## src/rtl/kuz_apb_pkg.sv

```systemverilog
// Shared definitions for the Kuznechik APB streamer: wrapper register map,
// control words, FSM state encodings and small address/data helpers.
package kuz_apb_pkg;

    // Wrapper register offsets relative to the wrapper base address
    localparam logic [31:0] CTRL_OFF = 32'h0000_0000;
    localparam logic [31:0] DIN_OFF  = 32'h0000_0004;
    localparam logic [31:0] DOUT_OFF = 32'h0000_0014;

    // Control register values: run + request, and run with request cleared
    localparam logic [31:0] CTRL_START = 32'h0000_0101;
    localparam logic [31:0] CTRL_CLR   = 32'h0000_0001;

    // Bit of the control register that reports a finished result
    localparam int VALID_BIT = 16;

    // Byte strobes: full word for data, low two bytes for control
    localparam logic [3:0] STRB_WORD = 4'hF;
    localparam logic [3:0] STRB_CTRL = 4'h3;

    // Block-level sequencing states
    typedef enum logic [2:0] {
        ST_IDLE,
        ST_WR_DATA,
        ST_START,
        ST_POLL,
        ST_RD_DATA,
        ST_CLR,
        ST_OUT
    } state_t;

    // Phases of a single APB transfer
    typedef enum logic [1:0] {
        PH_IDLE,
        PH_SETUP,
        PH_ACCESS
    } apb_phase_t;

    // Offset of 32-bit word idx within a four-word register bank
    function automatic logic [31:0] word_off(input logic [31:0] bank_off, input logic [1:0] idx);
        return bank_off + {28'h0, idx, 2'b00};
    endfunction

    // Word idx of a 128-bit block, word 0 being bits [31:0]
    function automatic logic [31:0] block_word(input logic [127:0] blk, input logic [1:0] idx);
        return blk[idx*32 +: 32];
    endfunction

endpackage

```

## src/rtl/kuz_apb_master_if.sv

```systemverilog
// Single-transfer APB master engine. A request is accepted when the engine
// is idle or in the same cycle the current transfer completes, which lets
// the sequencer chain transfers ACCESS -> SETUP with no idle cycle.
// Address/control/data are registered at acceptance and held until done.
module kuz_apb_master_if
    import kuz_apb_pkg::*;
(
    input  logic        pclk_i,
    input  logic        presetn_i,
    // request side
    input  logic        req,
    input  logic [31:0] addr,
    input  logic [31:0] wdata,
    input  logic [3:0]  strb,
    input  logic        write,
    // response side
    output logic        done,
    output logic [31:0] rdata,
    output logic        err,
    // APB master port
    output logic [31:0] paddr_o,
    output logic        psel_o,
    output logic        penable_o,
    output logic        pwrite_o,
    output logic [31:0] pwdata_o,
    output logic [3:0]  pstrb_o,
    input  logic [31:0] prdata_i,
    input  logic        pready_i,
    input  logic        pslverr_i
);

    apb_phase_t phase_reg;
    apb_phase_t phase_next;
    logic       accept;

    assign done      = (phase_reg == PH_ACCESS) && pready_i;
    assign rdata     = prdata_i;
    assign err       = pslverr_i;
    assign accept    = req && ((phase_reg == PH_IDLE) || done);
    assign psel_o    = (phase_reg != PH_IDLE);
    assign penable_o = (phase_reg == PH_ACCESS);

    // Phase sequencing: accept -> SETUP -> ACCESS (wait for pready) -> idle or next SETUP
    always_comb begin
        phase_next = phase_reg;
        if (accept) begin
            phase_next = PH_SETUP;
        end else if (phase_reg == PH_SETUP) begin
            phase_next = PH_ACCESS;
        end else if (done) begin
            phase_next = PH_IDLE;
        end
    end

    // Phase register and request capture; reset drops psel/penable at once
    always_ff @(posedge pclk_i or negedge presetn_i) begin
        if (!presetn_i) begin
            phase_reg <= PH_IDLE;
            paddr_o   <= 32'h0;
            pwdata_o  <= 32'h0;
            pstrb_o   <= 4'h0;
            pwrite_o  <= 1'b0;
        end else begin
            phase_reg <= phase_next;
            if (accept) begin
                paddr_o  <= addr;
                pwdata_o <= wdata;
                pstrb_o  <= strb;
                pwrite_o <= write;
            end
        end
    end

endmodule

```

## src/rtl/kuz_apb_streamer.sv

```systemverilog
// Kuznechik APB streamer: turns a 128-bit valid/ready block stream into the
// wrapper register sequence (load data, start, poll, read result, clear) and
// presents the result on a 128-bit output stream.
// Optional feature macro: KUZ_STREAMER_TIMEOUT_EN bounds the number of status
// polls per block to POLL_MAX, after which the block is aborted.
module kuz_apb_streamer
    import kuz_apb_pkg::*;
#(
    parameter logic [31:0] BASE_ADDR = 32'h0000_0000,
    parameter int          POLL_MAX  = 1024
) (
    input  logic         pclk_i,
    input  logic         presetn_i,
    input  logic         in_valid_i,
    output logic         in_ready_o,
    input  logic [127:0] in_data_i,
    output logic         out_valid_o,
    input  logic         out_ready_i,
    output logic [127:0] out_data_o,
    output logic         err_o,
    output logic [31:0]  paddr_o,
    output logic         psel_o,
    output logic         penable_o,
    output logic         pwrite_o,
    output logic [31:0]  pwdata_o,
    output logic [3:0]   pstrb_o,
    input  logic [31:0]  prdata_i,
    input  logic         pready_i,
    input  logic         pslverr_i
);

    state_t         state_reg, state_next;
    logic [1:0]     idx_reg, idx_next;
    logic           abort_reg, abort_next;
    logic           err_reg, err_next;
    logic [127:0]   data_reg;
    logic [127:0]   result_reg;
    logic           start_block;
    logic           capture;
    logic           poll_last;

    logic           req;
    logic [31:0]    req_addr;
    logic [31:0]    req_wdata;
    logic [3:0]     req_strb;
    logic           req_write;
    logic           done;
    logic [31:0]    rdata;
    logic           xfer_err;

    assign in_ready_o  = (state_reg == ST_IDLE);
    assign out_valid_o = (state_reg == ST_OUT);
    assign out_data_o  = result_reg;
    assign err_o       = err_reg;

`ifdef KUZ_STREAMER_TIMEOUT_EN
    localparam int POLL_W = (POLL_MAX > 1) ? $clog2(POLL_MAX) : 1;
    logic [POLL_W-1:0] poll_cnt_reg;

    // The last permitted status read is the one where the count reaches POLL_MAX-1
    assign poll_last = (poll_cnt_reg == POLL_W'(POLL_MAX - 1));

    // Count completed status reads of the current block
    always_ff @(posedge pclk_i or negedge presetn_i) begin
        if (!presetn_i) begin
            poll_cnt_reg <= '0;
        end else if (state_reg != ST_POLL) begin
            poll_cnt_reg <= '0;
        end else if (done && !poll_last) begin
            poll_cnt_reg <= poll_cnt_reg + 1'b1;
        end
    end
`else
    assign poll_last = 1'b0;
`endif

    // Block sequencing: next state, word index, abort tracking and error pulse
    always_comb begin
        state_next  = state_reg;
        idx_next    = idx_reg;
        abort_next  = abort_reg;
        err_next    = 1'b0;
        start_block = 1'b0;
        capture     = 1'b0;
        case (state_reg)
            ST_IDLE: begin
                if (in_valid_i) begin
                    start_block = 1'b1;
                    state_next  = ST_WR_DATA;
                    idx_next    = 2'd0;
                    abort_next  = 1'b0;
                end
            end
            ST_WR_DATA: begin
                if (done) begin
                    if (xfer_err) begin
                        abort_next = 1'b1;
                        err_next   = 1'b1;
                        state_next = ST_CLR;
                    end else if (idx_reg == 2'd3) begin
                        state_next = ST_START;
                        idx_next   = 2'd0;
                    end else begin
                        idx_next = idx_reg + 2'd1;
                    end
                end
            end
            ST_START: begin
                if (done) begin
                    if (xfer_err) begin
                        abort_next = 1'b1;
                        err_next   = 1'b1;
                        state_next = ST_CLR;
                    end else begin
                        state_next = ST_POLL;
                    end
                end
            end
            ST_POLL: begin
                if (done) begin
                    if (xfer_err || (!rdata[VALID_BIT] && poll_last)) begin
                        abort_next = 1'b1;
                        err_next   = 1'b1;
                        state_next = ST_CLR;
                    end else if (rdata[VALID_BIT]) begin
                        state_next = ST_RD_DATA;
                        idx_next   = 2'd0;
                    end
                end
            end
            ST_RD_DATA: begin
                if (done) begin
                    if (xfer_err) begin
                        abort_next = 1'b1;
                        err_next   = 1'b1;
                        state_next = ST_CLR;
                    end else begin
                        capture = 1'b1;
                        if (idx_reg == 2'd3) begin
                            state_next = ST_CLR;
                            idx_next   = 2'd0;
                        end else begin
                            idx_next = idx_reg + 2'd1;
                        end
                    end
                end
            end
            ST_CLR: begin
                // An error on the clear write is deliberately ignored
                if (done) begin
                    state_next = abort_reg ? ST_IDLE : ST_OUT;
                end
            end
            ST_OUT: begin
                if (out_ready_i) begin
                    state_next = ST_IDLE;
                end
            end
            default: begin
                state_next = ST_IDLE;
            end
        endcase
    end

    // Next transfer is built from the upcoming state so it issues in the completion cycle
    always_comb begin
        req_addr  = 32'h0;
        req_wdata = 32'h0;
        req_strb  = 4'h0;
        req_write = 1'b0;
        case (state_next)
            ST_WR_DATA: begin
                req_addr  = BASE_ADDR + word_off(DIN_OFF, idx_next);
                // On the accept cycle the block is not latched yet, so take it from the input
                req_wdata = (state_reg == ST_IDLE) ? in_data_i[31:0]
                                                   : block_word(data_reg, idx_next);
                req_strb  = STRB_WORD;
                req_write = 1'b1;
            end
            ST_START: begin
                req_addr  = BASE_ADDR + CTRL_OFF;
                req_wdata = CTRL_START;
                req_strb  = STRB_CTRL;
                req_write = 1'b1;
            end
            ST_POLL: begin
                req_addr = BASE_ADDR + CTRL_OFF;
            end
            ST_RD_DATA: begin
                req_addr = BASE_ADDR + word_off(DOUT_OFF, idx_next);
            end
            ST_CLR: begin
                req_addr  = BASE_ADDR + CTRL_OFF;
                req_wdata = CTRL_CLR;
                req_strb  = STRB_CTRL;
                req_write = 1'b1;
            end
            default: begin
                req_addr = 32'h0;
            end
        endcase
        req = start_block ||
              (done && (state_next inside {ST_WR_DATA, ST_START, ST_POLL, ST_RD_DATA, ST_CLR}));
    end

    // State, block and result registers
    always_ff @(posedge pclk_i or negedge presetn_i) begin
        if (!presetn_i) begin
            state_reg  <= ST_IDLE;
            idx_reg    <= 2'd0;
            abort_reg  <= 1'b0;
            err_reg    <= 1'b0;
            data_reg   <= 128'h0;
            result_reg <= 128'h0;
        end else begin
            state_reg <= state_next;
            idx_reg   <= idx_next;
            abort_reg <= abort_next;
            err_reg   <= err_next;
            if (start_block) begin
                data_reg <= in_data_i;
            end
            if (capture) begin
                result_reg[idx_reg*32 +: 32] <= rdata;
            end
        end
    end

    kuz_apb_master_if u_master (
        .pclk_i    (pclk_i),
        .presetn_i (presetn_i),
        .req       (req),
        .addr      (req_addr),
        .wdata     (req_wdata),
        .strb      (req_strb),
        .write     (req_write),
        .done      (done),
        .rdata     (rdata),
        .err       (xfer_err),
        .paddr_o   (paddr_o),
        .psel_o    (psel_o),
        .penable_o (penable_o),
        .pwrite_o  (pwrite_o),
        .pwdata_o  (pwdata_o),
        .pstrb_o   (pstrb_o),
        .prdata_i  (prdata_i),
        .pready_i  (pready_i),
        .pslverr_i (pslverr_i)
    );

endmodule

```

## config.mk

```make
export PLATFORM = sky130hd
export DESIGN_NAME = kuz_apb_streamer
export DESIGN_NICKNAME = d
export VERILOG_FILES = /design/src/rtl/kuz_apb_pkg.sv /design/src/rtl/kuz_apb_master_if.sv /design/src/rtl/kuz_apb_streamer.sv
export SDC_FILE = /design/constraint.sdc
export NUM_CORES = 1
export LEC_CHECK = 0
export CAP_MARGIN = 30
export CORE_MARGIN = 5
export CORE_UTILIZATION = 60
export CTS_BUF_LIST = sky130_fd_sc_hd__clkbuf_8
export CTS_CLUSTER_SIZE = 12
export DETAILED_ROUTE_END_ITERATION = 16
export DONT_BUFFER_PORTS = 1
export HOLD_SLACK_MARGIN = 0.08
export PLACE_DENSITY = 0.78
export SYNTH_ARGS = -nofsm -noshare
export SYNTH_HDL_FRONTEND = slang
export SYNTH_HIERARCHICAL = 1
export SYNTH_SLANG_ARGS = --single-unit
```

## constraint.sdc

```tcl
create_clock -name pclk_i -period 3.4 [get_ports pclk_i]
set_input_delay 1.02 -clock pclk_i [delete_from_list [all_inputs] [get_ports pclk_i]]
set_output_delay 1.02 -clock pclk_i [all_outputs]
set_load 0.02 [all_outputs]
```

# Yosys cells after proc, flatten, opt, wreduce, memory -nomap -nowiden
# Index checks and enable logic that the tools add are counted.
dict set report totals {
  regBits 334
  latch_bits 0
  ram_bits 0
  rom_bits 0
  output_inout_bits 202
  wordCells 96
  memories 0
}
dict set report classes {
  add_sub_neg 4
  mul 0
  div_mod_pow 0
  order_cmp 0
  n_eq_ne 17
  shifts 3
  muxes 45
  n_bitwise 0
  reduce_logical 16
}
# operator count
set ops {}
lappend ops {{bitwise mux 128 bit} 1}
lappend ops {{variable shift 32 x 34 -> 128 bit, first input constant} 1}
lappend ops {{variable part select 128 x 8 -> 32 bit} 1}
lappend ops {{variable part select 32 x 34 -> 128 bit} 1}
lappend ops {{case mux 32 bit (3 select lines)} 1}
lappend ops {{2-to-1 mux 3 bit} 15}
lappend ops {{negation 7 -> 34 bit} 1}
lappend ops {{2-to-1 mux 32 bit} 1}
lappend ops {{case mux 3 bit (7 select lines)} 1}
lappend ops {{2-to-1 mux 2 bit} 10}
lappend ops {{equality test 3 bit, second input constant} 5}
lappend ops {{equality test 3 x 2 -> 1 bit, second input constant} 4}
lappend ops {{2-to-1 mux 1 bit} 12}
lappend ops {{case mux 6 bit (2 select lines)} 1}
lappend ops {{case mux 4 bit (2 select lines)} 1}
lappend ops {{adder 5 x 4 -> 6 bit, first input constant} 1}
lappend ops {{equality test 3 x 1 -> 1 bit, second input constant} 2}
lappend ops {{case mux 2 bit (3 select lines)} 1}
lappend ops {{adder 3 x 4 -> 5 bit, first input constant} 1}
lappend ops {{nonzero test 5 bit} 1}
lappend ops {{equality test 2 bit, second input constant} 2}
lappend ops {{!= test 2 x 1 -> 1 bit, second input constant} 2}
lappend ops {{AND reduction 4 bit} 1}
lappend ops {{nonzero test 2 bit} 2}
lappend ops {{other kinds (12)} 16}

# Logic depth before layout (Yosys ltp)
dict set report logic_depth {
  depth_word 11
  mapped_depth 13
  ltp_nobuf 11
}

# Modules after synthesis
# Netlist, hierarchy kept.
# mod instances cells_per_inst area_per_inst_um2
set by_module_without_submodules {}
lappend by_module_without_submodules {kuz_apb_streamer 1 1104 12235.5}
lappend by_module_without_submodules {kuz_apb_master_if 1 187 2945.3}

# Least setup slack after synthesis
# No wires, ideal clock.
dict set report synth_path {
  kind {input to register}
  from {in pready_i}
  to {reg u_master.paddr_o[4]}
  setup_ns 0.125
  t_arrival_ns 3.160
  slack_ns 0.115
  cell_stages 12
  n_path_buf 2
  path_cell_list {and2_1 -> buf_2 -> and2b_1 -> o2111a_1 -> o22ai_1 -> a21oi_1 -> inv_1 -> buf_1 -> ha_1 -> mux2i_1 -> nor2_1 -> mux2_2}
}
dict set report synth_between {
  elab_cells_between_ends 23
}
# item line
set synth_lines {}
lappend synth_lines {{from (decl)} kuz_apb_streamer.sv:28} ;# input logic pready_i,
lappend synth_lines {{logical AND 1 bit *} kuz_apb_master_if.sv:36} ;# assign done = (phase_reg == PH_ACCESS) && pready_i;
lappend synth_lines {{2-to-1 mux 2 bit (on tied branches)} {kuz_apb_streamer.sv:132, kuz_apb_streamer.sv:120}}
lappend synth_lines {{case mux 2 bit (3 select lines) *} kuz_apb_streamer.sv:85} ;# case (state_reg)
lappend synth_lines {{via idx_next[1]} kuz_apb_streamer.sv:33} ;# logic [1:0] idx_reg, idx_next;
lappend synth_lines {{adder 5 x 4 -> 6 bit / adder 3 x 4 -> 5 bit (equally long branches)} kuz_apb_pkg.sv:41} ;# return bank_off + {28'h0, idx, 2'b00};
lappend synth_lines {{case mux 6 bit (2 select lines) *} kuz_apb_streamer.sv:171} ;# case (state_next)
lappend synth_lines {{via req_addr[4]} kuz_apb_streamer.sv:43} ;# logic [31:0] req_addr;
lappend synth_lines {{to (signal assigned)} kuz_apb_master_if.sv:66} ;# paddr_o <= addr;
lappend synth_lines {{to (decl)} kuz_apb_master_if.sv:21} ;# output logic [31:0] paddr_o,
# The timed path passes the listed nets; every way through them passes the cells marked *.
# A chain may end at the register's enable or synchronous reset.

# Final worst setup path
dict set report layout_path {
  from {reg u_master.phase_reg[0]}
  to {reg u_master.pwdata_o[23]}
}
dict set report layout_between {
  elab_cells_between_ends 25
}
# item line
set layout_lines {}
lappend layout_lines {{from (decl)} kuz_apb_master_if.sv:32} ;# apb_phase_t phase_reg;
lappend layout_lines {{from (signal assigned)} kuz_apb_master_if.sv:64} ;# phase_reg <= phase_next;
lappend layout_lines {{equality test 2 bit *} kuz_apb_master_if.sv:36}
lappend layout_lines {{logical AND 1 bit *} kuz_apb_master_if.sv:36}
lappend layout_lines {{via done} kuz_apb_streamer.sv:47} ;# logic done;
lappend layout_lines {{2-to-1 mux 2 bit (on tied branches)} {kuz_apb_streamer.sv:132, kuz_apb_streamer.sv:120}}
lappend layout_lines {{case mux 2 bit (3 select lines)} kuz_apb_streamer.sv:85}
lappend layout_lines {{variable part select 128 x 8 -> 32 bit} kuz_apb_pkg.sv:46} ;# return blk[idx*32 +: 32];
lappend layout_lines {{2-to-1 mux 32 bit} kuz_apb_streamer.sv:175} ;# req_wdata = (state_reg == ST_IDLE) ? in_data_i[31:0]
lappend layout_lines {{case mux 32 bit (3 select lines) *} kuz_apb_streamer.sv:171}
lappend layout_lines {{via req_wdata[23]} kuz_apb_streamer.sv:44} ;# logic [31:0] req_wdata;
lappend layout_lines {{to (signal assigned)} kuz_apb_master_if.sv:67} ;# pwdata_o <= wdata;
lappend layout_lines {{to (decl)} kuz_apb_master_if.sv:25} ;# output logic [31:0] pwdata_o,
# Marks and branches as above.

==> run_results.csv <==
group,metric,value,unit
critical_path,critPathCaptureType,"flip-flop",
detailed_routing,routed_via_density,5.75,
clocking,cts_buffer_depth,3,
clocking,post_cts_resized,0,
detailed_routing,dr_wl_met3,4260,um
clocking,clock_sinks,334,
layout,mostFrequentLayoutCells,"dfrtp_1, nand2_1, o21ai_0, mux2_2, mux2_4",
logic_synthesis,muxShareOfSynthArea,20.8,%
die,fp.dieW,169,um
critical_path,cp.arrival,3.48,ns
place,hpwl,25300,um
clocking,htree_num_levels,2,
detailed_routing,met1_length,14100,um
global_routing,grt_pass1_vias,9934,
clocking,cts_buffers,52,
logic_synthesis,synth_edf_count,0,
timing,hold_viol_final,0,
layout,fillers,1870,
detailed_routing,drt_pass1_iterations,5,
critical_path,r2r_start,"u_master/phase_reg[0]",
critical_path,worst-setup-path-type,"reg -> reg",
clocking,insertion_delay,0.56,ns
detailed_routing,wl_met2,17400,um
critical_path,reg2reg_slack,0.37,ns
die,io_pins,368,
die,die_h,169,um
run,drv_cap,0,
timing,rsz0062_at_grt,"no",
power_and_ir_drop,power,16.3,mW
timing,finalCritPeriodShare,89.1,%
min_path,min_path_type,"in -> async",
detailed_routing,ant_nets,0,
die,die_area,28600,um^2
timing,slew_headroom,50.5,%
detailed_routing,vias,9600,
timing,slew_viol_final,0,
timing,setup_viol,0,
layout,layout_commonest_cell,"dfrtp_1",
critical_path,cp_cell_sequence,"nor2b_1 -> and2_1 -> nand2b_1 -> or4_1 -> o2bb2ai_4 -> buf_12 -> mux2i_1 -> nand2_1 -> a32o_1 -> mux2_2",
die,core,25000,um^2
logic_synthesis,synth-async-reset-ratio,100,%
logic_synthesis,synth_compound_area_share,7.58,%
critical_path,worst-endpoint-required,3.85,ns
critical_path,slowest_delay,0.52,ns
critical_path,r2r-end,"u_master/pwdata_o[23]",
clocking,clkTransAtPathRegs,0.06,ns
clocking,cts-hold-fix-buffers,0,
power_and_ir_drop,leakagePower,7.32,nW
timing,setup_tns,0,ns
global_routing,grt_max_degree,335,
place,portBuffers,0,
logic_synthesis,seq_area_frac_synth,55.1,%
place,globalplace.congestion,0.846,
logic_synthesis,yosys.area_share.simple,10.1,%
clocking,cts_tree,"yes",
logic_synthesis,synth_cell_types,50,
logic_synthesis,synth_fa_ha_area_share,0.577,%
critical_path,startpoint_type,"flip-flop",
logic_synthesis,synth_xor_area_share,0.0577,%
timing,worstMarginPinSlew,0.737,ns
critical_path,worst_path_max_delay_cell,"or4_1",
logic_synthesis,synthCells,1291,
timing,period_needed,3.03,ns
layout,area_delta_synth_final,8.65,%
power_and_ir_drop,peakVddDrop,0.666,mV
layout,layout.area.seq,8360,um^2
layout,final_area,16500,um^2
timing,max_freq,330,MHz
logic_synthesis,avgSynthCellArea,11.8,um^2
logic_synthesis,ys_seq_elements,334,
detailed_routing,drt_iter0_drc,843,
run_status,run_status,"completed",
layout,multi_input_area,6100,um^2
logic_synthesis,yosysWarnings,6,
die,placementRows,58,
global_routing,grt_pass1_wl,57700,um
logic_synthesis,synth_top_family_by_area,"multiplexers",
detailed_routing,routedWlPerCell,22.0,um
detailed_routing,top_layer,"met5",
logic_synthesis,synth_area,15200,um^2
clocking,cts_root_buffer,"clkbuf_8",
layout,nNetsFinal,1469,
global_routing,grt-ovfl-total,0,
die,start_util,60.6,%
layout,drive_above_1_share,24.9,%
detailed_routing,drt_drc_violations_left,0,
detailed_routing,wl,36700,um
critical_path,reg2reg_depth,10,
global_routing,grtUsageTotal,25.2,%
place,dpl_cell_area,15300,um^2
power_and_ir_drop,power_density,987,nW/um^2
timing,skew,0.0175,ns
clocking,cts_setup_buffers,0,
critical_path,cp_max_fo,17,
logic_synthesis,ys.flop_type,"dfrtp_1",
global_routing,antenna_found_initial,10,
-- kinds of logic (layout without fill, tap and decap cells) --
family,after synthesis,after routing
mux,261,261
buf+inv,126,145
xor+xnor,1,1
other cells,1,32
flops,334,334
compound gates,187,187
simple gates,374,374
fa+ha+maj,7,7
-- layer usage --
layer | GRT usage (%) | vias to the layer above
met4 | 7.14 | 12
met3 | 10.9 | 74
met1 | 31.1 | 4721
li1 | - | 4388
met2 | 41.0 | 405
met5 | 0 | -
-- metrics by stage --
stage          instances  hold slack, ns  setup WS [ns]  util (%)
6_report            1671           0.164          0.372      65.9
3_3_place_gp        1572           0.488         0.0449      61.3
5_1_grt             1671           0.109          0.253      65.9
4_1_cts             1667           0.110          0.369      65.8
2_1_floorplan       1318           0.479          0.115         -
3_5_place_dp        1572           0.493         0.0127      61.3
-- area by class of cell --
| class | instances | share of cell area, % |
|---|---|---|
| tap | 330 | 2.50 |
| timing repair buffer | 40 | 2.65 |
| sequential | 334 | 50.7 |
| inverter | 10 | 0.228 |
| clock buffer | 70 | 5.84 |
| clock inverter | 25 | 1.04 |
| antenna | 4 | 0.0607 |
| multi-input combinational | 858 | 37.0 |
-- Yosys cell counts (all sizes together) (5+ instances only) --
| master | number | share of area [%] |
|---|---|---|
| mux2 | 196 | 16 |
| nand2 | 327 | 8.1 |
| buf | 74 | 4.5 |
| a21oi | 5 | 0.16 |
| nor3b | 6 | 0.37 |
| inv | 10 | 0.25 |
| clkbuf | 42 | 1.0 |
| mux2i | 65 | 4.3 |
| a32o | 31 | 2.0 |
| o21ai | 134 | 4.4 |
| ha | 7 | 0.58 |
| dfrtp | 334 | 55 |
| nor2 | 11 | 0.27 |
-- worst max-delay path: cells and delay by family, from the launching register on --
| kind | cells | cell delay, ns |
|---|---|---|
| AOI/OAI and AO/OA | 2 | 0.60 |
| buffers and inverters | 1 | 0.22 |
| DFF | 1 | 0.44 |
| muxes | 2 | 0.52 |
| and+or+nand+nor | 5 | 1.11 |
-- power breakdown --
group / total (mW) / switching (mW) / internal [mW]
Combinational: 5.79 / 2.49 / 3.30
Clock: 3.55 / 1.56 / 1.99
Sequential: 6.94 / 1.61 / 5.33
Total: 16.3 / 5.66 / 10.6
-- worst max-delay path by stage --
stage	start	end	slack, ns	cells past startpoint
after floorplan	pready_i	u_master/paddr_o[4]	0.11	12
final	u_master/phase_reg[0]	u_master/pwdata_o[23]	0.37	10
after CTS	u_master/phase_reg[0]	u_master/pwdata_o[23]	0.37	10
after detailed placement	pready_i	u_master/pwdata_o[22]	0.01	9
after global routing	u_master/phase_reg[0]	u_master/pwdata_o[27]	0.25	10
after global placement	pready_i	u_master/pwdata_o[15]	0.04	9
No activity file was read; power rests on OpenSTA's default activity.
